File: config.mk
export PLATFORM = sky130hd
export DESIGN_NAME = wide_add_sequencer
export DESIGN_NICKNAME = d
export VERILOG_FILES = /design/src/rtl/wide_add_pkg.sv /design/src/rtl/byte_adder.sv /design/src/rtl/wide_add_sequencer.sv
export SDC_FILE = /design/constraint.sdc
export NUM_CORES = 1
export LEC_CHECK = 0
export CELL_PAD_IN_SITES_DETAIL_PLACEMENT = 0
export CELL_PAD_IN_SITES_GLOBAL_PLACEMENT = 1
export CORE_MARGIN = 2
export CORE_UTILIZATION = 37
export CTS_CLUSTER_DIAMETER = 200
export DETAILED_ROUTE_END_ITERATION = 7
export PLACE_DENSITY_LB_ADDON = 0.1
export REMOVE_ABC_BUFFERS = 1
export SYNTH_ARGS = -nofsm -noshare
export SYNTH_HDL_FRONTEND = slang
export SYNTH_HIERARCHICAL = 1
export SYNTH_SLANG_ARGS = --single-unit
File: constraint.sdc
create_clock -name clk -period 4.91 [get_ports clk]
set_input_delay 0.982 -clock clk [delete_from_list [all_inputs] [get_ports clk]]
set_output_delay 0.982 -clock clk [all_outputs]
set_load 0.01 [all_outputs]
File: src/rtl/wide_add_pkg.sv
// wide_add_pkg: shared state type, byte width and index sizing for wide_add_sequencer
package wide_add_pkg;
  typedef enum logic [1:0] {IDLE, RUN, DONE} state_t;
  localparam int BYTE_W = 8;
  function automatic int idx_w(input int n);
    return (n > 1) ? $clog2(n) : 1;
  endfunction
endpackage

File: src/rtl/byte_adder.sv
// byte_adder: combinational 8-bit adder exposing carry into and out of bit 7
module byte_adder (
  input  logic [7:0] a,
  input  logic [7:0] b,
  input  logic       ci,
  output logic [7:0] s,
  output logic       co,
  output logic       c7
);
  assign {co, s} = {1'b0, a} + {1'b0, b} + {8'd0, ci};
  assign c7 = s[7] ^ a[7] ^ b[7];
endmodule

File: src/rtl/wide_add_sequencer.sv
// wide_add_sequencer: byte-serial wide adder, one shared byte_adder; WIDE_ADD_SUB_EN adds op (subtract)
module wide_add_sequencer
  import wide_add_pkg::*;
#(
  parameter int NBYTES = 4
) (
  input  logic                     clk,
  input  logic                     rst,
  input  logic                     in_valid,
  output logic                     in_ready,
  input  logic [BYTE_W*NBYTES-1:0] a,
  input  logic [BYTE_W*NBYTES-1:0] b,
  input  logic                     cin,
`ifdef WIDE_ADD_SUB_EN
  input  logic                     op,
`endif
  output logic                     out_valid,
  input  logic                     out_ready,
  output logic [BYTE_W*NBYTES-1:0] sum,
  output logic                     cout,
  output logic                     ovf,
  output logic                     busy
);
  localparam int W  = BYTE_W * NBYTES;
  localparam int IW = idx_w(NBYTES);
  state_t state, nxt;
  logic [W-1:0] a_r, b_r;
  logic [IW-1:0] idx;
  logic carry, sub, sub_in, acc, last;
  logic [BYTE_W-1:0] ba, bb, bs;
  logic bco, bc7;
  assign in_ready  = state == IDLE;
  assign out_valid = state == DONE;
  assign busy      = state != IDLE;
  assign acc       = in_valid && in_ready;
  assign last      = idx == IW'(NBYTES - 1);
  always_comb begin
    nxt = state;
    nxt = (state == IDLE) ? (in_valid ? RUN : IDLE) :
          (state == RUN)  ? (last ? DONE : RUN) :
                            (out_ready ? IDLE : DONE);
  end
  always_ff @(posedge clk) state <= rst ? IDLE : nxt;
`ifdef WIDE_ADD_SUB_EN
  assign sub_in = op;
  always_ff @(posedge clk) sub <= rst ? 1'b0 : acc ? op : sub;
`else
  assign sub_in = 1'b0;
  assign sub    = 1'b0;
`endif
  // subtract is a + ~b + 1: invert b slices, the +1 rides in on the initial carry
  assign ba = a_r[BYTE_W*idx +: BYTE_W];
  assign bb = b_r[BYTE_W*idx +: BYTE_W] ^ {BYTE_W{sub}};
  byte_adder u_add (.a(ba), .b(bb), .ci(carry), .s(bs), .co(bco), .c7(bc7));
  always_ff @(posedge clk) begin
    if (rst) begin
      a_r   <= '0;
      b_r   <= '0;
      sum   <= '0;
      cout  <= 1'b0;
      ovf   <= 1'b0;
      idx   <= '0;
      carry <= 1'b0;
    end else if (acc) begin
      a_r   <= a;
      b_r   <= b;
      idx   <= '0;
      carry <= sub_in | cin;
    end else if (state == RUN) begin
      sum[BYTE_W*idx +: BYTE_W] <= bs;
      carry <= bco;
      idx   <= last ? idx : idx + 1'b1;
      if (last) begin
        cout <= bco;
        ovf  <= bc7 ^ bco;
      end
    end
  end
endmodule

== After elaboration in Yosys (flattened, before gate mapping) ==
Index checks and enable logic that the tools add are counted.
Word-level totals
  flip-flop bits (word level): 103
  word-level logic and storage cells: 40
Cells by class
  add/subtract/negate cells: 4
  equality and inequality tests: 3
  shift-type cells: 4
  multiplexer cells: 8
  bitwise logic cells: 5
  reduce and logical (&&, ||, !) cells: 8
Operators with widths (number)
  $shiftx A32 B6 Y8: 2
  $neg A5 Y34: 1
  $shift A8 B34 Y32 const A: 1
  $shiftx A8 B34 Y32: 1
  $bwmux W32: 1
  $add A8 B8 Y9: 1
  $add A9 B1 Y9: 1
  $mux W2: 4
  $eq A2 B2 Y1 const B: 2
  $reduce_and A2 Y1: 2
  $reduce_bool A2 Y1: 2
  $mux W1: 3
  $reduce_and A3 Y1: 1
  $xor A1 B1 Y1: 3
  $add A2 B1 Y2 const B: 1
  $eq A2 B1 Y1 const B: 1
  $logic_not A2 Y1: 1
  $not A1 Y1: 2
  $reduce_or A2 Y1: 1
  $logic_and A1 B1 Y1: 1

== Logic depth before layout (Yosys ltp) ==
Gate-level depths: netlist of run 1.
  depth in word-level cells: 6
  gate-level depth with buffers: 12

== Hierarchy ==
Netlist of run 1, hierarchy kept.
By module, submodules not included
  wide_add_sequencer: instances 1, cells an instance 475, area an instance 4220.3 um^2, sequential area each 2062.0 um^2
  byte_adder: instances 1, cells an instance 44, area an instance 376.6 um^2, sequential area each 0.0 um^2

== Worst setup path after synthesis of run 1 ==
No wires, ideal clock.
  path type: register to register
  from: register idx[0]
  to: register ovf
  library setup time: 131 ps
  arrival time: 3281 ps
  required time: 4779 ps
  path slack: 1498 ps
  stages on the path, launching flop included: 13
  buffers on the path: 2
  period minus slack after synthesis: 3412 ps
  path through: dfxtp_1 clkbuf_2 buf_4 mux4_2 fa_1 fa_1 a21o_2 a21oi_1 o21ai_0 a31o_2 xor2_1 nor2_1 nor3_1
RTL lines
  start: declaration: RTL line wide_add_sequencer.sv:28  | logic [IW-1:0] idx;
  start signal: assignment: RTL line wide_add_sequencer.sv:72  | idx <= last ? idx : idx + 1'b1;
  $shiftx A32 B6 Y8: RTL line wide_add_sequencer.sv:53  | assign bb = b_r[BYTE_W*idx +: BYTE_W] ^ {BYTE_W{sub}};
  via bb[0]: RTL line wide_add_sequencer.sv:30  | logic [BYTE_W-1:0] ba, bb, bs;
  $add A8 B8 Y9: RTL line byte_adder.sv:10  | assign {co, s} = {1'b0, a} + {1'b0, b} + {8'd0, ci};
  $add A9 B1 Y9: RTL line byte_adder.sv:10
  via bco: RTL line wide_add_sequencer.sv:31  | logic bco, bc7;
  $xor A1 B1 Y1: RTL line wide_add_sequencer.sv:75  | ovf <= bc7 ^ bco;
  end signal: assignment: RTL line wide_add_sequencer.sv:75
  end: declaration: RTL line wide_add_sequencer.sv:21  | output logic ovf,
The timed path passes the listed nets, and every way through them passes these cells.
A chain may end at the register's enable or synchronous reset.

== Worst setup path after layout of run 1 ==
  from: register idx[1]
  to: register ovf
RTL lines
  $shiftx A32 B6 Y8: RTL line wide_add_sequencer.sv:52  | assign ba = a_r[BYTE_W*idx +: BYTE_W];
  via ba[0]: RTL line wide_add_sequencer.sv:30
  $add A8 B8 Y9: RTL line byte_adder.sv:10
  $add A9 B1 Y9: RTL line byte_adder.sv:10
  via bco: RTL line wide_add_sequencer.sv:31
  $xor A1 B1 Y1: RTL line wide_add_sequencer.sv:75
The timed path passes the listed nets, and every way through them passes these cells.

==> impl_metrics.tcl, run 1 <==
set metrics [dict create \
    finalPower_mw 1.853 \
    power_density_nw_per_um2 308.0 \
    cts_tree "done" \
    htreeDepth 3 \
    synth_cells 519 \
    setup_viol 0 \
    netlist_area_um2 4597 \
    ios 106 \
    wl_per_cell_um 14.33 \
    vias 3874 \
    area_growth_pct 30.87 \
    die_w_um 115.5 \
    cts_buffers 9 \
    firstDrtPassIters 6 \
    period_minus_slack_ns 3.335 \
    synth_compound_area_share_pct 14.62 \
    start_util_pct 38.11 \
    ir_drop_mv 0.1371 \
    final_cell_mix "154 x nand2_1, 104 x clkdlybuf4s50_1, 102 x dfxtp_1" \
    status "completed" \
    grt_usage_pct 17.61 \
    fin_crit_sh_pct 67.92 \
    clkTransAtPathRegs_ns 0.07 \
    ys.flop_type "dfxtp_1" \
    holdCritStartpoint "b_r[20]" \
    cts_sinks 103 \
    drt_iter0_drc 256 \
    yosys_warnings 6 \
    wl_um 11150 \
    hp-class "reg -> reg" \
    final_common_cell "nand2_1" \
    rsz0062_at_grt "false" \
    synth_xor_area_share_pct 1.824 \
    vias_per_cell 4.979 \
    required_ns 5.10 \
    cts_buffer_depth 2 \
    relSlewSlack_pct 46.26 \
    die_area_um2 13330 \
    ant_nets 0 \
    r2r_slack_ns 1.57 \
    fp.dieH_um 115.5 \
    synth-edff-count 0 \
    async_reset_ff_share_pct 0 \
    timing.fmax_mhz 299.8 \
    grt_pass1_vias 3721 \
    finalHoldViolCount 0 \
    worstSetupStartpointType "register" \
    fin_cells 778 \
    grt_pass1_wl_um 18540 \
    fin_nets 689 \
    synth_mux_area_share_pct 8.274 \
    synthDistinctLibCells 46 \
    critPathMaxFanout 12 \
    core_area_um2 12060 \
    worstSetupPathType "reg -> reg" \
    portBuffers 105 \
    rr_endpoint "ovf" \
    holdBufCountCts 0 \
    ys_ff_latch 103 \
    end_kind "register" \
    hpwl_um 8074 \
    r2r_start "idx[1]" \
    synth-adder-area-share_pct 4.409 \
    dp.cells 762 \
    cts_resized 0 \
    antennaDiodeCount 0 \
    cts-root-buf "clkbuf_16" \
    crit_end "ovf" \
    drive_gt1_share_pct 8.197 \
    crit_arrival_ns 3.52 \
    max_slew.worst_pin.slew_ns 0.8061 \
    rr_worst_depth 10 \
    antenna_found_initial 0 \
    grt_max_degree 56 \
    finClkSkew_ns 0.008600 \
    final_max_slew_viol_count 0 \
    post_cts_buffers 0 \
    synth-seq-area-share_pct 44.86 \
    synth_top_family_by_area "simple AND/OR/NAND/NOR gates" \
    clk_latency_ns 0.34 \
    grt_overflow 0 \
    drc_errors 0 \
    p_leak_nw 2.151 \
    cap_violations 0 \
    syn_avg_cell_area_um2 8.857 \
    tns_ns 0 \
    place.gp.congestion 0.8011 \
    core.rowCount 40 \
    synthSimpleGateAreaFrac_pct 21.97 \
    cp-startpoint "idx[1]" \
]
## where the power goes
group          internal [mW]  leakage, nW  switching [mW]  total [mW]
Combinational          0.139         1.18           0.150       0.289
Sequential             0.874        0.841          0.0241       0.899
Clock                  0.359        0.125           0.306       0.665
## flip-flops by register name, summed over array words and instances (netlist names)
name / cells
carry: 1
idx: 2
state: 2
ovf: 1
a_r: 32
cout: 1
sum: 32
b_r: 32
## worst min-delay path by stage
stage	endpoint	depth (start not counted)
finish	b_r[20]	2
floorplan	a_r[16]	2
global placement	sum[26]	2
CTS	a_r[23]	2
detailed placement	a_r[23]	2
global route	sum[19]	2
## cells in the mapped netlist (all sizes together) (5+ instances only)
| cell | n | share of area (%) |
|---|---|---|
| nand2 | 154 | 13 |
| dfxtp | 103 | 45 |
| a21oi | 95 | 10 |
| nand3 | 25 | 2.7 |
| clkbuf | 20 | 1.7 |
| mux4 | 16 | 7.8 |
| buf | 15 | 1.8 |
| ha | 13 | 3.5 |
| a32o | 8 | 1.7 |
| inv | 7 | 0.57 |
| nor2 | 6 | 0.49 |
| nor3 | 6 | 0.65 |
| nand3b | 5 | 1.1 |
| o21ai | 5 | 0.54 |
## per-layer routing
| metal | up-vias | part of all wire (%) | GRT usage (%) | routed length, um |
|---|---|---|---|---|
| met5 | - | 0 | 0 | 0 |
| met4 | 0 | 1.7 | 5.863 | 187 |
| met3 | 12 | 4.2 | 3.556 | 466 |
| met2 | 97 | 46 | 28.81 | 5176 |
| met1 | 1804 | 48 | 23.39 | 5316 |
| li1 | 1961 | - | - | - |
## worst max-delay path: stages, from the launching register on
cell and delay, ns:
dfxtp_1 0.68, mux4_2 0.42, fa_1 0.50, fa_1 0.42, a21o_2 0.23, a21oi_1 0.27
o21ai_0 0.12, a31o_2 0.28, xor2_1 0.16, nor2_1 0.08, nor3_1 0.05
## per-stage QoR
stage	hold WS [ns]	area, um^2	worst slack (ns)	util (%)
CTS	0.4527	6016	1.541	49.88
detailed placement	0.4433	5738	1.533	47.57
finish	0.4516	6016	1.575	49.88
global route	0.4689	6016	1.323	49.88
floorplan	0.4271	4437	1.054	-
global placement	0.4402	5738	1.635	47.57
## cell families after synthesis
kind of cell,count (synthesis)
adders and majority gates,15
and+or+nand+nor,215
muxes,18
DFF,103
buffers and inverters,42
xor gates and xnor gates,8
AOI/OAI and AO/OA,118
## cell type report
type                       count  area, um^2
clock inverter                 4       31.28
tap                          168       210.2
sequential                   103        2063
fill                        1204        6046
clock buffer                  12       246.5
multi-input combinational    374        2355
inverter                       7       26.28
timing repair buffer         110        1084
(Power assumes the default switching activity.)
==> run 2: changes to the inputs <==
--- a/config.mk
+++ b/config.mk
@@ -8,7 +8,7 @@
 export CELL_PAD_IN_SITES_DETAIL_PLACEMENT = 0
 export CELL_PAD_IN_SITES_GLOBAL_PLACEMENT = 1
 export CORE_MARGIN = 2
-export CORE_UTILIZATION = 37
+export CORE_UTILIZATION = 34
 export CTS_CLUSTER_DIAMETER = 200
 export DETAILED_ROUTE_END_ITERATION = 7
 export PLACE_DENSITY_LB_ADDON = 0.1
==> constraint.sdc (replaced) <==
create_clock -name clk -period 2.8 [get_ports clk]
set_input_delay 0.56 -clock clk [delete_from_list [all_inputs] [get_ports clk]]
set_output_delay 0.56 -clock clk [all_outputs]
set_load 0.01 [all_outputs]
==> run 2 against run 1 <==
  * The run now ends with setup timing left
  * Highest routed layer unchanged
  * Register-to-register slack worse by 1.6 ns
  * Maximum frequency grew 18%
  * Combinational power grew 100%
  * Critical path depth stayed put
  * Die area grew 8.5%
  * Non-clock buffer count up 20
  * Routed wire length grew 3.9%
  * Sequential share of layout area is 1.6 points lower
  * Clock skew shrank 0.0013 ns
==> impl_metrics.tcl, run 2 (synthesized netlist as in run 1, its figures left out) <==
set metrics [dict create \
    cts_buffer_depth 2 \
    grt_usage_pct 16.50 \
    die_area_um2 14470 \
    finClkSkew_ns 0.007315 \
    ios 106 \
    end_kind "register" \
    max_slew.worst_pin.slew_ns 0.5725 \
    core.rowCount 42 \
    fin_ws_ns -0.02166 \
    fin_crit_sh_pct 100.8 \
    hpwl_um 8431 \
    rr_worst_depth 10 \
    firstDrtPassIters 4 \
    timing.fmax_mhz 354.4 \
    cts_buffers 9 \
    antenna_found_initial 0 \
    final_max_slew_viol_count 0 \
    core_area_um2 13240 \
    tns_ns -0.08848 \
    fp.dieH_um 120.3 \
    period_minus_slack_ns 2.822 \
    hp-class "reg -> reg" \
    cap_violations 0 \
    drt_iter0_drc 233 \
    area_growth_pct 37.45 \
    grt_max_degree 84 \
    violations "setup timing" \
    place.gp.congestion 0.7530 \
    power_density_nw_per_um2 522.9 \
    fin_nets 709 \
    rsz0062_at_grt "true" \
    finalHoldViolCount 0 \
    worstSetupStartpointType "register" \
    place_ws_ns -0.2952 \
    p_leak_nw 2.283 \
    wl_per_cell_um 14.39 \
    portBuffers 105 \
    relSlewSlack_pct 61.78 \
    drive_gt1_share_pct 13.20 \
    wl_um 11580 \
    ant_nets 0 \
    clk_latency_ns 0.34 \
    reg_top3 "a_r x32, b_r x32, sum x32" \
    clkTransAtPathRegs_ns 0.07 \
    grt_pass1_wl_um 19070 \
    cts_sinks 103 \
    grt_overflow 0 \
    required_ns 3.02 \
    htreeDepth 3 \
    antennaDiodeCount 0 \
    holdPathStages 2 \
    start_util_pct 34.71 \
    final_common_cell "nand2_1" \
    utilization_pct 47.71 \
    worstSetupPathType "reg -> reg" \
    cts_tree "done" \
    grt_pass1_vias 3837 \
    status "finished with violations" \
    setup_viol 5 \
    vias_per_cell 4.870 \
    cts-root-buf "clkbuf_16" \
    final_cell_mix "154 x nand2_1, 104 x clkdlybuf4s50_1, 102 x dfxtp_1" \
    die_w_um 120.3 \
    ir_drop_mv 0.2717 \
    vias 3920 \
    crit_arrival_ns 3.04 \
    critPathMaxFanout 4 \
    drc_errors 0 \
    n_fill_cell 1332 \
]
[run 2: cell types whose count changed in the layout (fill, tap and decap cells not counted), moves of 2 or more]
cell / previous run / this run
buf_4: 5 / 20
a21oi_1: 95 / 92
buf_12: 0 / 3
nand3_1: 25 / 22
fa_1: 2 / 0
o21ai_0: 5 / 3
nand3_2: 0 / 3
a21oi_2: 0 / 2
fa_2: 0 / 2
xnor2_1: 4 / 2
[run 2: path summary, 6_finish.rpt]
kind,start,to,slack (ns)
worst max register to register,idx[0],ovf,-0.02
worst min-delay path,sum[25],sum[25],0.45
worst max-delay path,idx[0],ovf,-0.02
worst min register to register,sum[25],sum[25],0.45
[run 2: timing repair]
item / in CTS / in global routing
buffers inserted: 1 / 2
setup endpoints to repair: 15 / 17
resized for setup: 9 / 15
hold buffers: 0 / 0
pin swaps: 7 / 16
[run 2: area by class of cell]
class,count,area (um^2),share of cell area (%)
inverter,7,26.28,0.4158
clock buffer,10,229.0,3.624
timing repair buffer,130,1282,20.30
tap,176,220.2,3.485
multi-input combinational,374,2459,38.91
clock inverter,5,36.28,0.5743
sequential,103,2066,32.69
[run 2: report_power, final]
part	switching, mW	total (mW)	internal, mW
clock	0.545	1.14	0.598
combinational	0.291	0.591	0.300
sequential	0.0373	1.57	1.53
[run 2: metrics by stage]
stage	cells	area (um^2)	total power [mW]	hold WS, ns
after floorplan	484	4437	1.881	0.4271
after global placement	787	5913	2.157	0.4407
after detailed placement	787	5913	2.167	0.4458
after CTS	803	6222	3.316	0.4553
after global routing	805	6319	3.464	0.4713
final	805	6319	3.304	0.4527
[run 2: metal layers]
metal  up-vias  part of all wire, %  track usage (%)
met5         -                    0                0
met4         0                  1.5            6.177
met3        12                  3.8            2.547
met2        85                   47            26.81
met1      1819                   47            22.21
li1       2004                    -                -
[run 2: worst max-delay path, stage by stage (launching register included)]
cell and delay [ns]:
dfxtp_4 0.38, mux4_2 0.53, fa_2 0.42, fa_2 0.39
a21o_4 0.22, a21oi_4 0.14, o21ai_1 0.07, a31o_2 0.26
xor2_1 0.16, nor2_1 0.09, nor3_1 0.05
==> variant, RTL diff (flow settings as in run 1) <==
Register the output `ovf` once more, cleared by the reset; this adds one clock of latency there. The other outputs are not delayed to match.
--- a/src/rtl/wide_add_sequencer.sv
+++ b/src/rtl/wide_add_sequencer.sv
@@ -23,6 +23,8 @@
 );
   localparam int W  = BYTE_W * NBYTES;
   localparam int IW = idx_w(NBYTES);
+
+  logic ovf_s0;
   state_t state, nxt;
   logic [W-1:0] a_r, b_r;
   logic [IW-1:0] idx;
@@ -58,7 +60,7 @@
       b_r   <= '0;
       sum   <= '0;
       cout  <= 1'b0;
-      ovf   <= 1'b0;
+      ovf_s0 <= 1'b0;
       idx   <= '0;
       carry <= 1'b0;
     end else if (acc) begin
@@ -72,9 +74,17 @@
       idx   <= last ? idx : idx + 1'b1;
       if (last) begin
         cout <= bco;
-        ovf  <= bc7 ^ bco;
+        ovf_s0 <= bc7 ^ bco;
       end
     end
   end
+  always_ff @(posedge clk) begin
+    if (rst) begin
+      ovf <= '0;
+    end else begin
+      ovf <= ovf_s0;
+    end
+  end
+
 endmodule
 
Function: changed (Yosys sat finds a counterexample within 10 cycles, from zero or initial values and one cycle with rst high).
==> variant against run 1 <==
- design area is 0.62% higher
- synthesized cell count is 0.39% higher
- worst setup slack better by 0.17 ns
- sequential share of layout area is 0.12 points higher
- sequential cell count is 1 higher
- global-route usage hardly changed
- sequential power is 1% higher
- die area is 0.55% higher
- hold slack better by 0.0035 ns
- routed wire length is 0.70% higher
- area after synthesis is 0.57% higher
- total power is 2.1% higher
- critical path type unchanged
- largest cell class unchanged
- highest routed layer unchanged
==> variant: results (changes against run 1) <==
{
  "final_net_count": {"value": 691, "change": "was 689"},
  "detailedRoute.firstPassIterationCount": {"value": 4, "change": "was 6"},
  "grt_max_degree": {"value": 68, "change": "was 56"},
  "switching_part_of_the_total": {"value": 0.267, "change": "was 0.259"},
  "synth_fa_ha_area_frac": {"value": 0.0438, "change": "was 0.0441"},
  "placer_s_final_routability_congestion_estimate": {"value": 0.758, "change": "was 0.801"},
  "reg2reg_start": {"value": "idx[0]", "change": "was idx[1]"},
  "parity_gate_share_of_the_synthesized_area_counting_xor_and_xnor_cells": {"value": 0.0181, "change": "was 0.0182"},
  "seq_area_frac_synth": {"value": 0.450, "change": "was 0.449"},
  "synth.area.top_cells": {"value": "sky130_fd_sc_hd__dfxtp_1 45%, sky130_fd_sc_hd__nand2_1 13%, sky130_fd_sc_hd__a21oi_1 10%", "change": "unchanged"},
  "grt_first_pass_wirelength": {"value": 18400, "unit": "um", "change": "was 18,500 um"},
  "synth.top_cells.by_count": {"value": "154 x sky130_fd_sc_hd__nand2_1, 104 x sky130_fd_sc_hd__dfxtp_1, 95 x sky130_fd_sc_hd__a21oi_1", "change": "was 154 x sky130_fd_sc_hd__nand2_1, 103 x sky130_fd_sc_hd__dfxtp_1, 95 x sky130_fd_sc_hd__a21oi_1"},
  "r2r_cells": {"value": 8, "change": "was 10"},
  "detailed_place.area": {"value": 5760, "unit": "sq um", "change": "was 5740 sq um"},
  "post_synth_mux_area_share": {"value": 0.0823, "change": "was 0.0827"},
  "max_vdd_drop": {"value": 0.000149, "unit": "V", "change": "was 0.000137 V"},
  "worst_hold_path.endpoint": {"value": "a_r[26]", "change": "was b_r[20]"},
  "cp.arrival": {"value": 3.41, "unit": "ns", "change": "was 3.52 ns"},
  "worst_pin_slew": {"value": 0.768, "unit": "ns", "change": "was 0.806 ns"},
  "routed-via-count": {"value": 3881, "change": "was 3,874"},
  "synth_compound_area_frac": {"value": 0.145, "change": "was 0.146"},
  "avgRoutedWirePerCell": {"value": 14.4, "unit": "um", "change": "was 14.3 um"},
  "run_status": {"value": "complete, no violations", "change": "unchanged"},
  "filler_cell_count": {"value": 1243, "change": "was 1,204"},
  "worst_hold_startpoint": {"value": "a_r[26]", "change": "was b_r[20]"},
  "drt_first_iter_violations": {"value": 192, "change": "was 256"},
  "ff2ff_setup_slack": {"value": 1.74, "unit": "ns", "change": "was 1.57 ns"},
  "rr_endpoint": {"value": "sum[6]", "change": "was ovf"},
  "static-leakage-power": {"value": 2.18, "unit": "nW", "change": "was 2.15 nW"}
}
-- variant: cell count changes in the layout (fill, tap and decap cells not counted) --
cell and change:
sky130_fd_sc_hd__inv_6 +3, sky130_fd_sc_hd__clkinvlp_4 -2, sky130_fd_sc_hd__clkinv_4 -1, sky130_fd_sc_hd__dfxtp_1 +1, sky130_fd_sc_hd__inv_8 +1, sky130_fd_sc_hd__clkinv_2 +1
sky130_fd_sc_hd__nor2b_1 +1, sky130_fd_sc_hd__clkbuf_1 -2
-- variant: metrics by stage --
step	hold slack (ns)	setup slack (ns)	util	power [mW]
3_5_place_dp	0.448	1.70	0.476	1.22
5_1_grt	0.474	1.51	0.500	1.97
2_1_floorplan	0.427	1.05	-	1.08
6_report	0.455	1.74	0.500	1.89
3_3_place_gp	0.440	1.72	0.476	1.21
4_1_cts	0.457	1.68	0.500	1.91
-- variant: critical path: stages (launching register included) --
cell,delay (ns)
sky130_fd_sc_hd__dfxtp_2,0.36
sky130_fd_sc_hd__buf_4,0.40
sky130_fd_sc_hd__mux4_2,0.60
sky130_fd_sc_hd__fa_1,0.48
sky130_fd_sc_hd__a21o_2,0.23
sky130_fd_sc_hd__a21oi_1,0.28
sky130_fd_sc_hd__or4b_1,0.16
sky130_fd_sc_hd__o2111ai_1,0.25
sky130_fd_sc_hd__a32o_1,0.30
-- variant: cell families (layout without fill, tap and decap cells) --
family | Yosys count | after routing
simple gates | 216 | 216
compound gates | 118 | 118
flops | 104 | 104
buf+inv | 42 | 133
mux | 18 | 18
fa+ha+maj | 15 | 15
xor+xnor | 8 | 8
-- variant: final cells by class --
class,instances,area [sq um],area share
multi-input cells,375,2360,0.390
flip-flops and latches,104,2080,0.344
repair buffers,110,1080,0.179
clock buffers,10,239,0.0395
well taps,168,210,0.0347
clock inverters,6,50.0,0.00827
inverters,7,26.3,0.00434
-- variant: routing by layer --
layer,track usage,vias to the layer above,wire length (um)
met5,0,-,0
met4,0.0508,0,140
li1,-,1968,-
met3,0.0345,11,495
met2,0.290,93,5230
met1,0.236,1809,5360
-- variant: how the worst max path moves through the flow --
stage | cells past startpoint | from | to
finish | 8 | idx[0] | sum[6]
global route | 10 | idx[0] | ovf_s0
CTS | 8 | idx[0] | sum[6]
detailed placement | 10 | idx[0] | ovf_s0
global placement | 10 | idx[0] | ovf_s0
floorplan | 9 | idx[0] | carry
-- variant: power groups by stage --
stage / clock network [mW] / logic (mW) / registers, mW
CTS: 0.710 / 0.290 / 0.908
floorplan: 0 / 0.156 / 0.925
detailed placement: 0 / 0.290 / 0.928
finish: 0.697 / 0.287 / 0.908
global placement: 0 / 0.286 / 0.927
global route: 0.742 / 0.319 / 0.912
